[config.mk]
export PLATFORM = sky130hd
export DESIGN_NAME = tone_driver
export DESIGN_NICKNAME = d
export VERILOG_FILES = /design/src/rtl/tone_driver.sv
export SDC_FILE = /design/constraint.sdc
export NUM_CORES = 1
export LEC_CHECK = 0
export BUFFER_PORTS_ARGS = -buffer_cell sky130_fd_sc_hd__buf_2
export CAP_MARGIN = 40
export CORE_MARGIN = 1.5
export CORE_UTILIZATION = 46
export CTS_CLUSTER_SIZE = 12
export DETAILED_ROUTE_END_ITERATION = 8
export PLACE_DENSITY = 0.69
export REMOVE_ABC_BUFFERS = 1
export SYNTH_ARGS = -nofsm -noshare
export SYNTH_HDL_FRONTEND = slang
export SYNTH_SLANG_ARGS = --single-unit
[constraint.sdc]
create_clock -name clk -period 2.7 [get_ports clk]
set_clock_uncertainty 0.1 [all_clocks]
set_input_delay 0.54 -clock clk [delete_from_list [all_inputs] [get_ports clk]]
set_output_delay 0.54 -clock clk [all_outputs]
set_load 0.05 [all_outputs]
[src/rtl/tone_driver.sv]
// ---------------------------------------------------------------------------
// tone_driver
//   Picks the live (channel 1) or playback (channel 2) note/octave stream and
//   turns it into a 50% duty square wave for the buzzer. A silent gap is put
//   between two different sounding notes, so repeated melodies stay audible
//   as separate notes.
//
// Ports
//   clk          in   system clock (100 MHz)
//   reset        in   synchronous, active-high reset
//   enable       in   0 forces silence
//   play_active  in   1 selects channel 2 (playback), 0 selects channel 1 (live)
//   note_in1     in   live note, 0 = rest, 1..7 = do..si, 8..15 = rest
//   octave_in1   in   live octave (2'b11 behaves as 2'b10)
//   note_in2     in   playback note, same encoding
//   octave_in2   in   playback octave
//   buzzer       out  square-wave drive
//   note_active  out  high while a tone is sounding
//   cur_note     out  note currently sounding, 0 otherwise
//   cur_octave   out  octave currently sounding, 0 otherwise
// ---------------------------------------------------------------------------
module tone_driver #(
    parameter int unsigned CNT_W      = 20,
    parameter int unsigned GAP_CYCLES = 1000000
) (
    input  logic       clk,
    input  logic       reset,
    input  logic       enable,
    input  logic       play_active,
    input  logic [3:0] note_in1,
    input  logic [1:0] octave_in1,
    input  logic [3:0] note_in2,
    input  logic [1:0] octave_in2,
    output logic       buzzer,
    output logic       note_active,
    output logic [3:0] cur_note,
    output logic [1:0] cur_octave
);

    localparam int unsigned GapW = (GAP_CYCLES > 1) ? $clog2(GAP_CYCLES) : 1;

    typedef enum logic [1:0] {StIdle, StTone, StGap} state_t;

    state_t           r_state;
    state_t           w_state_next;
    logic [3:0]       r_sel_note;
    logic [1:0]       r_sel_oct;
    logic [3:0]       r_cur_note;
    logic [3:0]       w_cur_note_next;
    logic [1:0]       r_cur_oct;
    logic [1:0]       w_cur_oct_next;
    logic             r_buzzer;
    logic             w_buzzer_next;
    logic [CNT_W-1:0] r_half_cnt;
    logic [CNT_W-1:0] w_half_cnt_next;
    logic [GapW-1:0]  r_gap_cnt;
    logic [GapW-1:0]  w_gap_cnt_next;

    logic [3:0]       w_in_note;
    logic [1:0]       w_in_oct;
    logic [3:0]       w_in_note_norm;
    logic [1:0]       w_in_oct_norm;
    logic [CNT_W-1:0] w_half_mid;
    logic [CNT_W-1:0] w_half;
    logic [CNT_W-1:0] w_half_m1;
    logic             w_sel_rest;
    logic             w_sel_diff;

    // Channel select and normalisation: out-of-range notes collapse to rest (0)
    // and octave 3 collapses to 2, so later comparisons see canonical values.
    always_comb begin
        w_in_note      = play_active ? note_in2 : note_in1;
        w_in_oct       = play_active ? octave_in2 : octave_in1;
        w_in_note_norm = (w_in_note >= 4'd1 && w_in_note <= 4'd7) ? w_in_note : 4'd0;
        w_in_oct_norm  = (w_in_oct == 2'b11) ? 2'b10 : w_in_oct;
    end

    always_ff @(posedge clk) begin
        if (reset) begin
            r_sel_note <= 4'd0;
            r_sel_oct  <= 2'd0;
        end else begin
            r_sel_note <= w_in_note_norm;
            r_sel_oct  <= w_in_oct_norm;
        end
    end

    // Half-period in clock cycles for the middle octave at 100 MHz.
    always_comb begin
        case (r_sel_note)
            4'd1:    w_half_mid = CNT_W'(191110);
            4'd2:    w_half_mid = CNT_W'(170265);
            4'd3:    w_half_mid = CNT_W'(151685);
            4'd4:    w_half_mid = CNT_W'(143172);
            4'd5:    w_half_mid = CNT_W'(127551);
            4'd6:    w_half_mid = CNT_W'(113636);
            4'd7:    w_half_mid = CNT_W'(101239);
            default: w_half_mid = '0;
        endcase
        case (r_sel_oct)
            2'b00:   w_half = w_half_mid << 1;
            2'b01:   w_half = w_half_mid;
            default: w_half = w_half_mid >> 1;
        endcase
        w_half_m1  = w_half - CNT_W'(1);
        w_sel_rest = (r_sel_note == 4'd0);
        w_sel_diff = (r_sel_note != r_cur_note) || (r_sel_oct != r_cur_oct);
    end

    always_comb begin
        w_state_next    = r_state;
        w_cur_note_next = r_cur_note;
        w_cur_oct_next  = r_cur_oct;
        w_buzzer_next   = r_buzzer;
        w_half_cnt_next = r_half_cnt;
        w_gap_cnt_next  = r_gap_cnt;

        if (!enable) begin
            w_state_next    = StIdle;
            w_cur_note_next = 4'd0;
            w_cur_oct_next  = 2'd0;
            w_buzzer_next   = 1'b0;
            w_half_cnt_next = '0;
            w_gap_cnt_next  = '0;
        end else begin
            case (r_state)
                StIdle: begin
                    w_buzzer_next = 1'b0;
                    if (!w_sel_rest) begin
                        w_state_next    = StTone;
                        w_cur_note_next = r_sel_note;
                        w_cur_oct_next  = r_sel_oct;
                        w_half_cnt_next = w_half_m1;
                        w_buzzer_next   = 1'b1;
                    end
                end
                StTone: begin
                    if (w_sel_rest) begin
                        // Rest ends the tone immediately; no articulation gap.
                        w_state_next    = StIdle;
                        w_cur_note_next = 4'd0;
                        w_cur_oct_next  = 2'd0;
                        w_buzzer_next   = 1'b0;
                        w_half_cnt_next = '0;
                    end else if (w_sel_diff) begin
                        w_state_next    = StGap;
                        w_cur_note_next = 4'd0;
                        w_cur_oct_next  = 2'd0;
                        w_buzzer_next   = 1'b0;
                        w_half_cnt_next = '0;
                        w_gap_cnt_next  = GapW'(GAP_CYCLES - 1);
                    end else if (r_half_cnt == '0) begin
                        w_buzzer_next   = ~r_buzzer;
                        w_half_cnt_next = w_half_m1;
                    end else begin
                        w_half_cnt_next = r_half_cnt - CNT_W'(1);
                    end
                end
                StGap: begin
                    w_buzzer_next = 1'b0;
                    if (r_gap_cnt == '0) begin
                        // Selection is sampled only here, so changes made during
                        // the gap pick the next note without restarting the gap.
                        if (!w_sel_rest) begin
                            w_state_next    = StTone;
                            w_cur_note_next = r_sel_note;
                            w_cur_oct_next  = r_sel_oct;
                            w_half_cnt_next = w_half_m1;
                            w_buzzer_next   = 1'b1;
                        end else begin
                            w_state_next = StIdle;
                        end
                    end else begin
                        w_gap_cnt_next = r_gap_cnt - GapW'(1);
                    end
                end
                default: begin
                    w_state_next    = StIdle;
                    w_cur_note_next = 4'd0;
                    w_cur_oct_next  = 2'd0;
                    w_buzzer_next   = 1'b0;
                    w_half_cnt_next = '0;
                    w_gap_cnt_next  = '0;
                end
            endcase
        end
    end

    always_ff @(posedge clk) begin
        if (reset) begin
            r_state    <= StIdle;
            r_cur_note <= 4'd0;
            r_cur_oct  <= 2'd0;
            r_buzzer   <= 1'b0;
            r_half_cnt <= '0;
            r_gap_cnt  <= '0;
        end else begin
            r_state    <= w_state_next;
            r_cur_note <= w_cur_note_next;
            r_cur_oct  <= w_cur_oct_next;
            r_buzzer   <= w_buzzer_next;
            r_half_cnt <= w_half_cnt_next;
            r_gap_cnt  <= w_gap_cnt_next;
        end
    end

    assign buzzer      = r_buzzer;
    assign note_active = (r_state == StTone);
    assign cur_note    = r_cur_note;
    assign cur_octave  = r_cur_oct;

endmodule
==> out/qor.csv <==
stage;metric;value;unit
sta;count of pins over their slew limit;0;
sta;total negative slack;0;ps
yosys;count of warnings emitted by yosys;0;
critical_path;startpoint-to-endpoint class of the critical path;register to register;
grt;vias in the first global route;4009;
detailed_routing;mean number of vias per cell;6.20;
final_layout;Post-Layout Inst Area;4690;sq um
sta;number of setup violations in the final report;0;
detailed_routing;detailed-routing iteration count for the pre-antenna-repair pass;5;
detailed_routing;Total Routed Length;11500;microns
sta;time the worst path needs with I/O delays and setup;2620;ps
worst_hold_path;hold_sp;note_in1[0];
detailed_routing;number of design rule violations left after detail routing;0;
critical_path;Worst setup EP type;register;
power;Sequential Power Share;41.5;%
placed_design;last weighted congestion value of the routability-driven placer;0.972;
sta;worst setup margin;82.9;ps
power;Clk pwr share;27.6;%
yosys;post-synthesis average cell area;7.37;sq um
placed_design;# port buffers;23;
clock_network;number of H-tree levels;2;
final_layout;area grow syn2layout;14.2;%
yosys;#FFs+latches synth;55;
grt;pin count of the biggest net entering global routing;32;
sta;Achievable Freq;382;MHz
placed_design;Area after DPL;4510;sq um
floorplan;initial core utilization;47.3;%
run_status;outcome;finished, final reports clean;
sta;slew margin rel.;51.7;%
floorplan;Chip Width;97.5;microns
power;P_int;1440;uW
final_layout;number of filler cells placed in the layout;856;
clock_network;cell chosen for the clock root;clkbuf_8;
clock_network;register clock-pin slew on the reported worst setup and hold paths;110;ps
sta;unrepaired setup endpoints after global routing;no;
critical_path;Crit Path Max Fanout;6;
detailed_routing;number of design-rule violations left by the first detailed-router iteration;341;
power;Sw Share;33.4;%
floorplan;die area;9500;sq um
yosys;count of cell types in the netlist;72;
final_layout;total inserted antenna cells;0;
worst_hold_path;worst hold-check path type;input port to register;
floorplan;Die Height;97.5;microns
yosys;Top FF cell, synth;dfxtp_1;
placed_design;post-placement setup slack;101;ps
final_layout;layout cells sized above 1;16.6;%
critical_path;critical path arrival;2710;ps
grt;remaining global-route overflow;0;
yosys;EDFF count, synth;0;
sta;actual transition at the worst max-transition pin;723;ps
run;Max-cap violations;0;
floorplan;number of top-level pins;24;
yosys;fraction of the yosys area taken by sequential cells;26.8;%
power;leakage dissipation;0.00181;uW
clock_network;clk sinks;55;
critical_path;data required time at the worst endpoint;2790;ps
power;worst supply voltage drop on vdd;266;uV
grt;total routing resource utilization after global routing;24.0;%
yosys;largest area contributor in the synthesized netlist;dfxtp_1;
placed_design;dpl hpwl;8450;microns
yosys;Post-synth top cells;55 x a21oi_1, 55 x dfxtp_1, 55 x o21ai_0;
sta;final critical-path share of the clock period;96.9;%
final_layout;Post-layout nets;621;
critical_path;kind of launch point of the worst setup path;register;
floorplan;number of cell rows;34;
critical_path;source of the worst register-to-register timing path;r_half_cnt[6]$_SDFFE_PP0P_;
yosys;number of cells produced by synthesis;557;
clock_network;deepest clock path buffer count;2;
yosys;post-synthesis instance area;4110;sq um
floorplan;core area;8680;sq um
grt;wire length of the first global-routing pass;19200;microns
detailed_routing;number of nets with antenna violations after detailed routing;0;
sta;count of final hold-check violations;0;
detailed_routing;total via count in the routed design;4371;
clock_network;number of buffers inserted during clock tree synthesis;5;
clock_network;clock latency of the later-clocked register in the worst-skew pair;310;ps
yosys;biggest area contributors in the synthesized netlist;dfxtp_1 27%, a21oi_1 6.7%, o21ai_0 6.7%;
yosys;share of Yosys cell area claimed by the top area cell type;26.8;%
detailed_routing;wire length per cell after detailed routing;16.3;microns
power;switching power;722;uW
power;total power divided by cell area;461;nW/um^2
clock_network;TritonCTS clock tree;built;
final_layout;Post-Route Utilization;54.0;%
grt;initial antenna violation count;0;
power;fraction of power consumed by combinational cells;30.9;%
yosys;fraction of registers with async set or reset after synthesis;0;%
critical_path;start point of the critical path;r_half_cnt[6]$_SDFFE_PP0P_;
state kept, by name, indices dropped and copies added, names as in the netlist:
name        count
r_sel_note      4
r_state         2
cur_octave      2
r_sel_oct       2
buzzer          1
r_gap_cnt      20
cur_note        4
r_half_cnt     20
cell families (layout without fill, tap and decap cells):
| logic type | Yosys count | after routing | synth area share, % |
|---|---|---|---|
| AO/OA/AOI/OAI | 198 | 198 | 30.5 |
| XOR/XNOR | 28 | 28 | 5.97 |
| adder cells (fa/ha/maj) | 10 | 10 | 2.99 |
| buffers and inverters | 54 | 93 | 5.61 |
| flip-flops | 55 | 55 | 26.8 |
| multiplexers | 7 | 7 | 1.86 |
| other | 1 | 1 | 0.0913 |
| AND/OR/NAND/NOR | 204 | 205 | 26.1 |
layout make-up:
| cell class | count | area [sq um] | area share, % |
|---|---|---|---|
| inverters | 17 | 63.8 | 1.36 |
| well taps | 108 | 135 | 2.88 |
| clock inverters | 2 | 38.8 | 0.828 |
| flip-flops and latches | 55 | 1100 | 23.5 |
| multi-input cells | 449 | 2810 | 60.0 |
| repair buffers | 68 | 453 | 9.66 |
| clock buffers | 6 | 82.6 | 1.76 |
power by group through the flow:
stage,sequential (uW),combinational (uW),clock [uW]
floorplan,931,409,0
global placement,911,628,0
detailed placement,912,637,0
CTS,894,639,610
global route,902,738,633
finish,897,668,595
per-layer routing:
metal | track usage (%) | wire, microns | part of all wire [%]
met1 | 33.8 | 5330 | 47
met2 | 37.8 | 5300 | 46
met3 | 3.09 | 611 | 5.3
met4 | 8.46 | 223 | 1.9
met5 | 0 | 0 | 0
timing repair:
| action | CTS | global route |
|---|---|---|
| setup buffers | 0 | 2 |
| endpoints found under the setup margin | 0 | 20 |
| hold buffers | 0 | 0 |
| resized for setup | 0 | 10 |
through the flow:
stage                     instances  hold slack (ps)  total power, uW
final                           705              353             2160
after global routing            705              375             2270
after CTS                       702              352             2140
after detailed placement        694              367             1550
after global placement          694              357             1540
after floorplan                 520              345             1340
worst paths after layout:
check / to / slack (ps) / cells past startpoint
hold / removal: r_sel_note[0]$_SDFF_PP0_ / 350 / 3
setup reg to reg: r_half_cnt[16]$_SDFFE_PP0P_ / 80 / 6
setup / recovery: r_half_cnt[16]$_SDFFE_PP0P_ / 80 / 6
hold reg to reg: r_gap_cnt[9]$_SDFFE_PP0P_ / 380 / 2
worst max-delay path, cell delays in order (launching register included):
cell,delay [ps]
dfxtp_1,330
or4_4,560
or4_4,470
or3_1,440
and2_1,230
a221oi_1,290
a211oi_1,90
placed cells by master (no fill, tap or decap), drive strengths merged, types with 9 or more instances in the layout:
cell / count
buf: 68
o21ai: 63
a21oi: 55
dfxtp: 55
nor2: 46
nand2: 44
inv: 18
nand3: 17
xor2: 16
nor3: 15
nor4: 13
xnor2: 12
nor2b: 10
ha: 9
or4: 9
(Power assumes the default switching activity.)
